<file path="src/rtl/xor_fi_pkg.sv">
// Shared types for the XOR fault-injection monitor: FSM states, mode encodings,
// gate width and the parity helper that forms the expected gate output.
package xor_fi_pkg;

   localparam int DUT_W = 6;

   typedef enum logic [2:0] {
      IDLE,
      DRIVE,
      SETTLE,
      SAMPLE,
      DONE,
      LOCATE
   } state_t;

   // Reserved encoding behaves like hold.
   typedef enum logic [1:0] {
      MODE_HOLD   = 2'b00,
      MODE_SWEEP  = 2'b01,
      MODE_LOCATE = 2'b10,
      MODE_RSVD   = 2'b11
   } mode_t;

   function automatic logic parity(input logic [DUT_W-1:0] v);
      return ^v;
   endfunction

endpackage

</file>
<file path="src/rtl/xor_fault_monitor_sync.sv">
// Two-flop synchronizer, both stages reset to 0, for bringing the gate output
// into the sysclk domain.
module sync_2ff (
   input  logic clk,
   input  logic rst_n,
   input  logic d,
   output logic q
);

   logic meta;

   always_ff @(posedge clk or negedge rst_n) begin
      if (!rst_n) begin
         meta <= 1'b0;
         q    <= 1'b0;
      end else begin
         meta <= d;
         q    <= meta;
      end
   end

endmodule

</file>
<file path="src/rtl/xor_fault_monitor.sv">
// Stimulus driver and checker for the laser-targeted 6-input XOR gate, with a
// valid/ready fault event port. Define FAULT_TIMESTAMP_EN to add fault_ts.
module xor_fault_monitor
   import xor_fi_pkg::*;
#(
   parameter int SETTLE_CYCLES = 4,
   parameter int CNT_W         = 16
) (
   input  logic             sysclk,
   input  logic             rst_n,
   input  logic             start,
   input  logic             abort,
   input  logic [1:0]       mode,
   input  logic [DUT_W-1:0] cfg_pattern,
   input  logic [CNT_W-1:0] run_len,
   output logic [DUT_W-1:0] dut_a,
   output logic             dut_osc_en,
   input  logic             dut_q,
   output logic             busy,
   output logic             done,
   output logic [CNT_W-1:0] fault_cnt,
   output logic             fault_valid,
   input  logic             fault_ready,
   output logic [DUT_W-1:0] fault_vec,
   output logic             fault_q,
   output logic             fault_ovf
`ifdef FAULT_TIMESTAMP_EN
   ,
   output logic [31:0]      fault_ts
`endif
);

   localparam int SW = (SETTLE_CYCLES > 1) ? $clog2(SETTLE_CYCLES) : 1;
   localparam logic [SW-1:0] SETTLE_LAST = SW'(SETTLE_CYCLES - 1);

   state_t           state;
   state_t           state_nxt;
   logic             q_s;
   logic [SW-1:0]    settle_cnt;
   logic [CNT_W-1:0] iter;
   logic [CNT_W-1:0] iter_inc;
   logic [CNT_W-1:0] len_r;
   logic             sweep_r;
   logic [DUT_W-1:0] pat;
   logic             start_acc;
   logic             fault;
   logic             handshake;
   logic             load_evt;

   sync_2ff u_sync (
      .clk   (sysclk),
      .rst_n (rst_n),
      .d     (dut_q),
      .q     (q_s)
   );

   assign iter_inc  = iter + CNT_W'(1);
   assign start_acc = (state == IDLE) && start && !abort;
   assign fault     = (state == SAMPLE) && !abort && (q_s != parity(dut_a));
   assign handshake = fault_valid && fault_ready;
   assign load_evt  = fault && (!fault_valid || fault_ready);

   assign busy = (state == DRIVE) || (state == SETTLE) ||
                 (state == SAMPLE) || (state == LOCATE);
   assign done = (state == DONE);

   always_ff @(posedge sysclk or negedge rst_n) begin
      if (!rst_n) state <= IDLE;
      else        state <= state_nxt;
   end

   always_comb begin
      state_nxt = state;
      case (state)
         IDLE:    if (start) state_nxt = (mode == MODE_LOCATE) ? LOCATE : DRIVE;
         DRIVE:   state_nxt = SETTLE;
         SETTLE:  if (settle_cnt == SETTLE_LAST) state_nxt = SAMPLE;
         SAMPLE:  state_nxt = ((len_r != '0) && (iter_inc == len_r)) ? DONE : DRIVE;
         DONE:    state_nxt = IDLE;
         LOCATE:  state_nxt = LOCATE;
         default: state_nxt = IDLE;
      endcase
      if (abort) state_nxt = IDLE;
   end

   // Run configuration is latched at start; hold mode follows cfg_pattern live.
   always_ff @(posedge sysclk or negedge rst_n) begin
      if (!rst_n) begin
         dut_a      <= '0;
         dut_osc_en <= 1'b0;
         settle_cnt <= '0;
         iter       <= '0;
         len_r      <= '0;
         sweep_r    <= 1'b0;
         pat        <= '0;
      end else if (abort) begin
         dut_a      <= '0;
         dut_osc_en <= 1'b0;
         settle_cnt <= '0;
      end else begin
         case (state)
            IDLE: begin
               if (start) begin
                  len_r      <= run_len;
                  sweep_r    <= (mode == MODE_SWEEP);
                  pat        <= cfg_pattern;
                  iter       <= '0;
                  settle_cnt <= '0;
                  if (mode == MODE_LOCATE) begin
                     dut_osc_en <= 1'b1;
                     dut_a      <= cfg_pattern;
                  end
               end
            end
            DRIVE: begin
               dut_a      <= sweep_r ? pat : cfg_pattern;
               settle_cnt <= '0;
            end
            SETTLE:  settle_cnt <= settle_cnt + SW'(1);
            SAMPLE: begin
               iter <= iter_inc;
               pat  <= pat + DUT_W'(1);
            end
            LOCATE:  dut_a <= cfg_pattern;
            default: ;
         endcase
      end
   end

   // A fault that cannot be captured is still counted but flags overflow.
   always_ff @(posedge sysclk or negedge rst_n) begin
      if (!rst_n) begin
         fault_cnt   <= '0;
         fault_valid <= 1'b0;
         fault_vec   <= '0;
         fault_q     <= 1'b0;
         fault_ovf   <= 1'b0;
      end else begin
         if (start_acc) begin
            fault_cnt <= '0;
            fault_ovf <= 1'b0;
         end else if (fault && (fault_cnt != '1)) begin
            fault_cnt <= fault_cnt + CNT_W'(1);
         end

         if (load_evt) begin
            fault_valid <= 1'b1;
            fault_vec   <= dut_a;
            fault_q     <= q_s;
         end else begin
            if (fault)     fault_ovf   <= 1'b1;
            if (handshake) fault_valid <= 1'b0;
         end
      end
   end

`ifdef FAULT_TIMESTAMP_EN
   logic [31:0] ts_cnt;

   always_ff @(posedge sysclk or negedge rst_n) begin
      if (!rst_n) begin
         ts_cnt   <= '0;
         fault_ts <= '0;
      end else begin
         ts_cnt <= ts_cnt + 32'd1;
         if (load_evt) fault_ts <= ts_cnt;
      end
   end
`endif

endmodule

</file>
<file path="config.mk">
export PLATFORM = sky130hd
export DESIGN_NAME = xor_fault_monitor
export DESIGN_NICKNAME = d
export VERILOG_FILES = /design/src/rtl/xor_fi_pkg.sv /design/src/rtl/xor_fault_monitor_sync.sv /design/src/rtl/xor_fault_monitor.sv
export SDC_FILE = /design/constraint.sdc
export NUM_CORES = 1
export LEC_CHECK = 0
export ABC_CLOCK_PERIOD_IN_PS = 3200
export BUFFER_PORTS_ARGS = -buffer_cell sky130_fd_sc_hd__buf_2
export CORE_MARGIN = 4
export CORE_UTILIZATION = 57
export CTS_CLUSTER_DIAMETER = 120
export DETAILED_ROUTE_END_ITERATION = 6
export GPL_TIMING_DRIVEN = 0
export PLACE_DENSITY_LB_ADDON = 0.1
export SYNTH_ARGS = -nofsm -noshare
export SYNTH_HDL_FRONTEND = slang
export SYNTH_SLANG_ARGS = --single-unit
</file>
<file path="constraint.sdc">
create_clock -name sysclk -period 3.2 [get_ports sysclk]
set_input_delay 0.64 -clock sysclk [delete_from_list [all_inputs] [get_ports sysclk]]
set_output_delay 0.64 -clock sysclk [all_outputs]
set_load 0.005 [all_outputs]
</file>
# --- Word-level counts from Yosys, hierarchy flattened ---
# Cells that the tools add are included.
op_classes:
  n_mux: 29
  bitwise_logic: 1
  n_addsub: 4
  reduce_logical: 31
  n_eq_ne: 15
op_table:
  columns: ["operator", "n"]
  rows:
  - ["two-way mux 16 bit", 3]
  - ["adder 16 x 1 -> 16 bit (second input constant)", 2]
  - ["case mux 16 bit (2 select lines)", 1]
  - ["two-way mux 6 bit", 5]
  - ["case mux 6 bit (3 select lines)", 1]
  - ["== test 16 bit", 1]
  - ["inequality test 16 bit (second input constant)", 1]
  - ["nonzero test 16 bit", 1]
  - ["two-way mux 3 bit", 5]
  - ["case mux 3 bit (5 select lines)", 1]
  - ["case mux 6 bit (2 select lines)", 1]
  - ["AND reduction 3 bit", 4]
  - ["nonzero test 2 bit", 6]
  - ["two-way mux 1 bit", 9]
  - ["logical AND 1 bit", 8]
  - ["nonzero test 4 bit", 2]
  - ["adder 6 x 1 -> 6 bit (second input constant)", 1]
  - ["== test 3 x 2 -> 1 bit (second input constant)", 2]
  - ["== test 3 bit (second input constant)", 2]
  - ["inequality test 3 x 2 -> 1 bit (second input constant)", 2]
  - ["case mux 2 bit (3 select lines)", 1]
  - ["parity 6 bit", 1]
  - ["== test 2 bit (second input constant)", 2]
  - ["logical OR 1 bit", 4]
  - ["other kinds (11)", 14]
totals:
  reg_bits: 78
  word_cells: 95
  in_bits: 30
  out_inout_bits: 34

# --- Depth between registers and ports, before layout ---
# Gate-level depths: netlist of run 1.
depth:
  depth_word: 6
  mapped_depth: 8
  depth_no_buf: 7

# --- Modules after synthesis ---
# A second synthesis of run 1 with hierarchy kept.
hier_totals:
  hier_cells: 471
  hier_area_um2: 4254.1
modules_own_cells:
  columns: ["mod", "area_per_inst_um2", "seq_area_each_um2", "cells_per_inst", "instances"]
  rows:
  - ["xor_fault_monitor", 4204.0, 1901.8, 469, 1]
  - ["sync_2ff", 50.0, 50.0, 2, 1]

# --- Least setup slack after synthesis of run 1 ---
# Ideal clock, no wire load.
synth_path:
  path_type: "reg2reg"
  start: "reg iter[0]"
  end: "reg state[0]"
  setup_slack_ps: 892
  period_less_slack_ps: 2308
  setup_ps: 133
  n_path_buf: 1
  arrival_time_ps: 2175
  stages_incl_launch_ff: 9
  t_required_ps: 3067
  cell_sequence: "dfrtp_1 > ha_1 > buf_2 > nand4_1 > nor4_1 > a31oi_1 > or4_1 > nor4_2 > o21ai_0"
synth_via:
  elab_chain_len: 6
synth_rtl:
  columns: ["element", "line", "source"]
  rows:
  - ["start: declaration", "xor_fault_monitor.sv:40", "logic [CNT_W-1:0] iter;"]
  - ["start signal: assignment", "xor_fault_monitor.sv:121", "iter <= iter_inc;"]
  - ["adder 16 x 1 -> 16 bit", "xor_fault_monitor.sv:57", "assign iter_inc = iter + CNT_W'(1);"]
  - ["== test 16 bit", "xor_fault_monitor.sv:78", "SAMPLE: state_nxt = ((len_r != '0) && (iter_inc == len_r)) ? DONE : DRIVE;"]
  - ["logical AND 1 bit", "xor_fault_monitor.sv:78", null]
  - ["two-way mux 3 bit", "xor_fault_monitor.sv:78", null]
  - ["case mux 3 bit (5 select lines)", "xor_fault_monitor.sv:74", "case (state)"]
  - ["two-way mux 3 bit", "xor_fault_monitor.sv:83", "if (abort) state_nxt = IDLE;"]
  - ["end signal: assignment", "xor_fault_monitor.sv:69", "else state <= state_nxt;"]
  - ["end: declaration", "xor_fault_monitor.sv:36", "state_t state;"]
# No other way between the ends.
# A chain may end at the register's enable or synchronous reset.

# --- Worst setup path after layout of run 1 ---
# Same ends and word-level chain as after synthesis.

==> results.json, run 1 <==
{
  "outcome": "completed",
  "rsz0062_at_grt": "no",
  "clock-sinks": 78,
  "ios": 64,
  "clkLatencyLatePin_ns": 0.36,
  "cts_buffers": 9,
  "synth_cell_types": 50,
  "crit_path_cell_trace": "ha_1, buf_2, nand4_1, nor4_1, a31oi_1, or4_1, nor4_2, o21ai_0",
  "swShare": 0.337,
  "internal_power_uw": 2180,
  "hpwl_um": 7130,
  "overflow": 0,
  "cts.repair.resized": 0,
  "async_reset_ff_frac": 1.00,
  "fin_tns_setup_ns": 0,
  "worstSetupPathType": "flip-flop to flip-flop",
  "grt_max_degree": 49,
  "finalSetupViolCount": 0,
  "mappedNetlistNets": 468,
  "slew_violations": 0,
  "wl_um": 9630,
  "period_share": 0.862,
  "switchingPower_uw": 1110,
  "fp.dieH_um": 95.1,
  "cts_tree": "yes",
  "gp_congestion": 0.937,
  "slowest_stage": "or4_1",
  "fin_nets": 542,
  "chipWidth_um": 95.1,
  "initial_utilization": 0.590,
  "ys.flop_type": "dfrtp_1",
  "port_buffers": 62,
  "p_comb_frac": 0.307,
  "power_uw": 3290,
  "cp.arrival_ns": 2.99,
  "antenna_cells": 0,
  "pwr-share-clk": 0.254,
  "post_cts_buffers": 0,
  "synth.area.mux_share": 0.0808,
  "yosys.area_share.simple": 0.218,
  "skew_ns": 0.00696,
  "hold_violations": 0,
  "power_density_nw_per_um2": 656,
  "syn_to_final_growth_pct": 15.9,
  "grt_pass1_wl_um": 16200,
  "drive_above_1_share": 0.242,
  "cp.required_ns": 3.43,
  "ys_top_cells_by_area": "dfrtp_1 45%, mux2_2 6.0%, o21ai_0 5.4%, xor2_1 4.3%, xnor2_1 3.6%",
  "ys.warnings.count": 0,
  "antenna_found_initial": 0,
  "synth_edf_count": 0,
  "cts_max_level": 3,
  "min_path_type": "input pin to asynchronous set/reset pin",
  "post-route-util": 0.683,
  "ys_seq_area_frac": 0.452,
  "postRouteAntennaNets": 0,
  "max_cap_violations": 0,
  "viasPerCell": 5.76,
  "end_kind": "flip-flop",
  "fp-row-count": 31,
  "synth_xor_area_frac": 0.0894,
  "cts-root-buf": "clkbuf_8",
  "period_needed_ns": 2.76,
  "synth_largest_area_cell": "dfrtp_1",
  "postSynthCellCount": 434,
  "core-area_um2": 7330,
  "drt_iter0_markers": 181,
  "seq_power_share": 0.439,
  "max_slew_margin": 0.362,
  "fill_cells": 571,
  "max_freq_ghz": 0.363,
  "route.vias.total": 3520,
  "wl_per_cell_um": 15.8,
  "irDropWorstVdd_mv": 0.418,
  "p_leak_uw": 0.00227,
  "clk_path_buf_depth": 2,
  "synth_area_um2": 4320,
  "syn_avg_cell_area_um2": 9.96,
  "grtUsageTotal": 0.230,
  "ys_ff_latch": 78,
  "dieArea_um2": 9040,
  "cts_hold_buf": 0,
  "yosysTopAreaCellShare": 0.452,
  "drc_errors": 0,
  "grt_pass1_vias": 3373,
  "firstDrtPassIters": 4,
  "synth_compound_area_frac": 0.115,
  "crit_path_start_kind": "flip-flop",
  "tightest_slew_ns": 0.950,
  "synth_top_family_by_area": "simple AND/OR/NAND/NOR gates",
  "path_clk_slew_ns": 0.08,
  "cpPeakStageDelay_ns": 0.53,
  "crit_fanout": 9,
  "synthAdderAreaFrac": 0.0116
}
-- layout make-up --
cell class	count	area [um2]	area share
Tap cell	99	124	0.0247
Clock inverter	4	70.1	0.0140
Buffer	24	128	0.0255
Multi-Input combinational cell	327	2220	0.444
Sequential cell	78	1950	0.390
Clock buffer	11	151	0.0302
Inverter	5	18.8	0.00375
Timing Repair Buffer	63	340	0.0679
-- kinds of logic after synthesis --
kind of cell	count (synthesis)
XOR/XNOR	41
buffers and inverters	29
flip-flops	78
multiplexers	32
AND/OR/NAND/NOR	165
AO/OA/AOI/OAI	85
adder cells (fa/ha/maj)	4
-- synthesized netlist by cell type, types with 4 or more instances --
master	n
dfrtp_1	78
o21ai_0	47
nor2_1	40
nand2_1	32
mux2_2	23
xor2_1	21
nand3_1	19
xnor2_1	18
nand4_1	17
clkbuf_1	14
a21oi_1	12
nor3_1	11
o31ai_1	11
mux2i_1	9
nor4_1	6
a31oi_1	5
and3_1	5
buf_4	5
inv_1	5
ha_1	4
-- final timing paths --
path | startpoint | end | slack [ns] | cells past startpoint
max in group asynchronous | rst_n | len_r[11]$_DFFE_PN0P_ | 2.40 | 2
hold / removal | rst_n | fault_vec[0]$_DFFE_PN0P_ | 0.22 | 1
min in group sysclk | u_sync.meta$_DFF_PN0_ | u_sync.q$_DFF_PN0_ | 0.38 | 0
setup / recovery | iter[0]$_DFFE_PN0P_ | state[0]$_DFFE_PN0P_ | 0.44 | 8
hold reg to reg | u_sync.meta$_DFF_PN0_ | u_sync.q$_DFF_PN0_ | 0.38 | 0
setup reg to reg | iter[0]$_DFFE_PN0P_ | state[0]$_DFFE_PN0P_ | 0.44 | 8
-- critical path, delay by kind of cell (launching register included) --
| family | cells | cell delay, ns |
|---|---|---|
| flip-flops | 1 | 0.49 |
| AND/OR/NAND/NOR | 4 | 1.52 |
| AO/OA/AOI/OAI | 2 | 0.24 |
| buffers and inverters | 1 | 0.18 |
| adder cells (fa/ha/maj) | 1 | 0.19 |
-- placed cells by master (no fill, tap or decap), types with 12 or more instances in the layout --
cell type	n
xor2_1	21
dfrtp_1	78
xnor2_1	18
nor2_1	40
buf_2	64
clkbuf_1	14
o21ai_0	47
mux2_2	23
a21oi_1	12
nand3_1	19
nand2_1	32
nand4_1	17
-- routing by layer --
layer  track usage  wire length, um  vias to the layer above
li1              -                -                     1727
met1         0.301             4310                     1696
met2         0.379             4660                       90
met3        0.0552              558                        7
met4        0.0685              102                        0
met5             0                0                        -
-- through the flow --
stage               setup slack [ns]  cells  area (um2)  hold slack (ns)
finish                         0.443    611        5010            0.222
global route                   0.260    611        5010            0.244
CTS                            0.446    611        5010            0.230
detailed placement             0.470    596        4790            0.345
global placement               0.504    595        4760            0.345
floorplan                      0.892    434        4320            0.331
-- state kept, by name (all words and copies together) (netlist names) --
signal and count:
u_sync.q 1, u_sync.meta 1, fault_cnt 16, fault_vec 6, len_r 16, sweep_r 1
fault_ovf 1, fault_valid 1, pat 6, state 3, dut_a 6, iter 16
dut_osc_en 1, settle_cnt 2, fault_q 1
-- power groups by stage --
stage,logic [uW],clock network [uW],registers (uW)
2_1_floorplan,758,0,1410
3_3_place_gp,979,0,1450
3_5_place_dp,1020,0,1470
4_1_cts,1020,852,1440
5_1_grt,1130,897,1480
6_report,1010,834,1440
(Power assumes the default switching activity.)
==> run 2, diff against run 1 <==
- SYNTH_HIERARCHICAL: default -> 1
==> run 2 against run 1 <==
Count of clock-buffer cells in the layout down 1. Hold slack worse by 0.050 ns. Largest cell class unchanged. Synthesized area down 1.6%. Flip-flop and latch count unchanged. Critical path type unchanged. Die area down 1.5%. Critical endpoint unchanged.
==> results.json, run 2 <==
{
  "outcome": "completed",
  "dieArea_um2": 8910,
  "hold_violations": 0,
  "mostFrequentLayoutCells": "91 x nand2_1, 78 x dfrtp_1, 63 x buf_2",
  "crit_path_cell_trace": "nand4_2, or3_2, mux2i_1, nor4_1, nand4_1, o31a_1",
  "viasPerCell": 5.82,
  "synth_area_um2": 4250,
  "drive_above_1_share": 0.180,
  "antenna_cells": 0,
  "swShare": 0.298,
  "fin_nets": 579,
  "postRouteAntennaNets": 0,
  "grt_pass1_wl_um": 17700,
  "cp.required_ns": 3.44,
  "overflow": 0,
  "p_leak_uw": 0.00236,
  "irDropWorstVdd_mv": 0.378,
  "cts_hold_buf": 0,
  "pwr-share-clk": 0.323,
  "syn_to_final_growth_pct": 16.1,
  "layout_setup_ws_ns": 0.642,
  "ys.flop_type": "dfrtp_1",
  "fill_cells": 597,
  "cp.arrival_ns": 2.80,
  "slowest_stage": "or3_2",
  "chipWidth_um": 94.4,
  "cts_max_level": 3,
  "fp.dieH_um": 94.4,
  "route.vias.total": 3779,
  "wl_per_cell_um": 16.0,
  "multiInputGateArea_um2": 2190,
  "firstDrtPassIters": 5,
  "clk_path_buf_depth": 2,
  "ys_ff_latch": 78,
  "gp_congestion": 0.934,
  "dr_wl_met2_um": 4760,
  "p_comb_frac": 0.193,
  "seq_power_share": 0.483,
  "cpPeakStageDelay_ns": 0.57,
  "worstSetupPathType": "flip-flop to flip-flop",
  "cts-root-buf": "clkbuf_8",
  "grt_pass1_vias": 3597,
  "async_reset_ff_frac": 1.00,
  "cts_buffers": 9,
  "drc_errors": 0,
  "fin_tns_setup_ns": 0,
  "largest_registers": "fault_cnt (16), iter (16), len_r (16)",
  "period_share": 0.799,
  "ios": 64,
  "place_area_um2": 4720,
  "synth_cell_types": 52,
  "register_area_um2": 1950,
  "dr_wl_met3_um": 601,
  "switchingPower_uw": 761,
  "drt_iter0_markers": 301,
  "port_buffers": 62,
  "layout_commonest_cell": "nand2_1",
  "mappedNetlistNets": 505,
  "max_cap_violations": 0,
  "clkLatencyLatePin_ns": 0.35,
  "tightest_slew_ns": 0.723,
  "cp_num_buf_inv": 0,
  "cts.repair.resized": 0,
  "grt_max_degree": 57,
  "power_density_nw_per_um2": 517,
  "cts_tree": "yes",
  "finalSetupViolCount": 0,
  "synthTopCellsByCount": "91 x nand2_1, 78 x dfrtp_1, 46 x nor2_1",
  "hpwl_um": 7590,
  "yosysTopAreaCellShare": 0.459,
  "end_kind": "flip-flop",
  "drt-met1-wl_um": 4890,
  "synthMostInstantiatedCell": "nand2_1",
  "synth_largest_area_cell": "dfrtp_1",
  "core-area_um2": 7250,
  "fp-row-count": 31,
  "antenna_found_initial": 0,
  "internal_power_uw": 1790,
  "ys_top_cells_by_area": "dfrtp_1 46%, nand2_1 8.0%, nor2_1 4.1%, o21ai_0 3.9%, xor2_1 3.5%",
  "path_clk_slew_ns": 0.09,
  "routed.top_layer": "met4",
  "max_slew_margin": 0.515,
  "syn_avg_cell_area_um2": 9.03,
  "min_path_type": "input pin to asynchronous set/reset pin",
  "crit_fanout": 9,
  "clock-sinks": 78,
  "max_freq_ghz": 0.391,
  "period_needed_ns": 2.56,
  "crit_path_start_kind": "flip-flop",
  "rsz0062_at_grt": "no",
  "postLayoutCellArea_um2": 4940,
  "postSynthCellCount": 471,
  "wl_um": 10400,
  "ys.warnings.count": 6,
  "skew_ns": 0.0133,
  "ys_seq_area_frac": 0.459,
  "initial_utilization": 0.587,
  "synth_edf_count": 0,
  "crit_family": "simple AND/OR/NAND/NOR gates",
  "post_cts_buffers": 0,
  "grtUsageTotal": 0.252,
  "preCtsSetupSlack_ns": 0.661,
  "slew_violations": 0
}
## run 2: cell types whose count changed after synthesis, moves of 6 or more
cell     previous run  this run
nor2_1             40        46
o21ai_0            47        33
nand4_1            17        11
nor3_1             11         5
nand2_1            32        91
mux2_2             23         7
a21oi_1            12        18
## run 2: final cells by class
type	instances	share of cell area
well taps	99	0.0251
inverters	6	0.00456
multi-input cells	366	0.444
repair buffers	63	0.0689
clock inverters	6	0.0172
flip-flops and latches	78	0.395
clock buffers	10	0.0279
plain buffers	21	0.0172
## run 2: worst paths after layout
path,startpoint,to,slack [ns],depth (start not counted)
min in group sysclk,u_sync/meta$_DFF_PN0_,u_sync/q$_DFF_PN0_,0.35,0
worst min-delay path,rst_n,fault_vec[2]$_DFFE_PN0P_,0.17,1
worst min register to register,u_sync/meta$_DFF_PN0_,u_sync/q$_DFF_PN0_,0.35,0
worst max-delay path,iter[2]$_DFFE_PN0P_,state[0]$_DFFE_PN0P_,0.64,6
max in group asynchronous,rst_n,len_r[3]$_DFFE_PN0P_,2.44,2
worst max register to register,iter[2]$_DFFE_PN0P_,state[0]$_DFFE_PN0P_,0.64,6
## run 2: kinds of logic after synthesis
family,share of synthesized area
AO/OA/AOI/OAI,0.122
XOR/XNOR,0.0765
adder cells (fa/ha/maj),0.0118
buffers and inverters,0.0253
flip-flops,0.459
multiplexers,0.0468
AND/OR/NAND/NOR,0.259
## run 2: power by group through the flow
stage          logic (uW)  registers [uW]  clock network (uW)
3_3_place_gp          470            1240                   0
2_1_floorplan         333            1220                   0
5_1_grt               564            1250                 876
4_1_cts               497            1230                 843
3_5_place_dp          492            1250                   0
6_report              493            1230                 825
## run 2: stage by stage
stage	total power, uW	std cells	util	hold WS [ns]
3_3_place_gp	1710	632	0.646	0.334
4_1_cts	2570	649	0.681	0.170
2_1_floorplan	1550	471	-	0.331
5_1_grt	2690	649	0.681	0.182
6_report	2550	649	0.681	0.173
3_5_place_dp	1740	633	0.651	0.336
## run 2: per-layer routing
metal,GRT usage,vias up
met5,0,-
met4,0.0710,0
met3,0.0542,12
met2,0.392,117
met1,0.358,1832
li1,-,1818
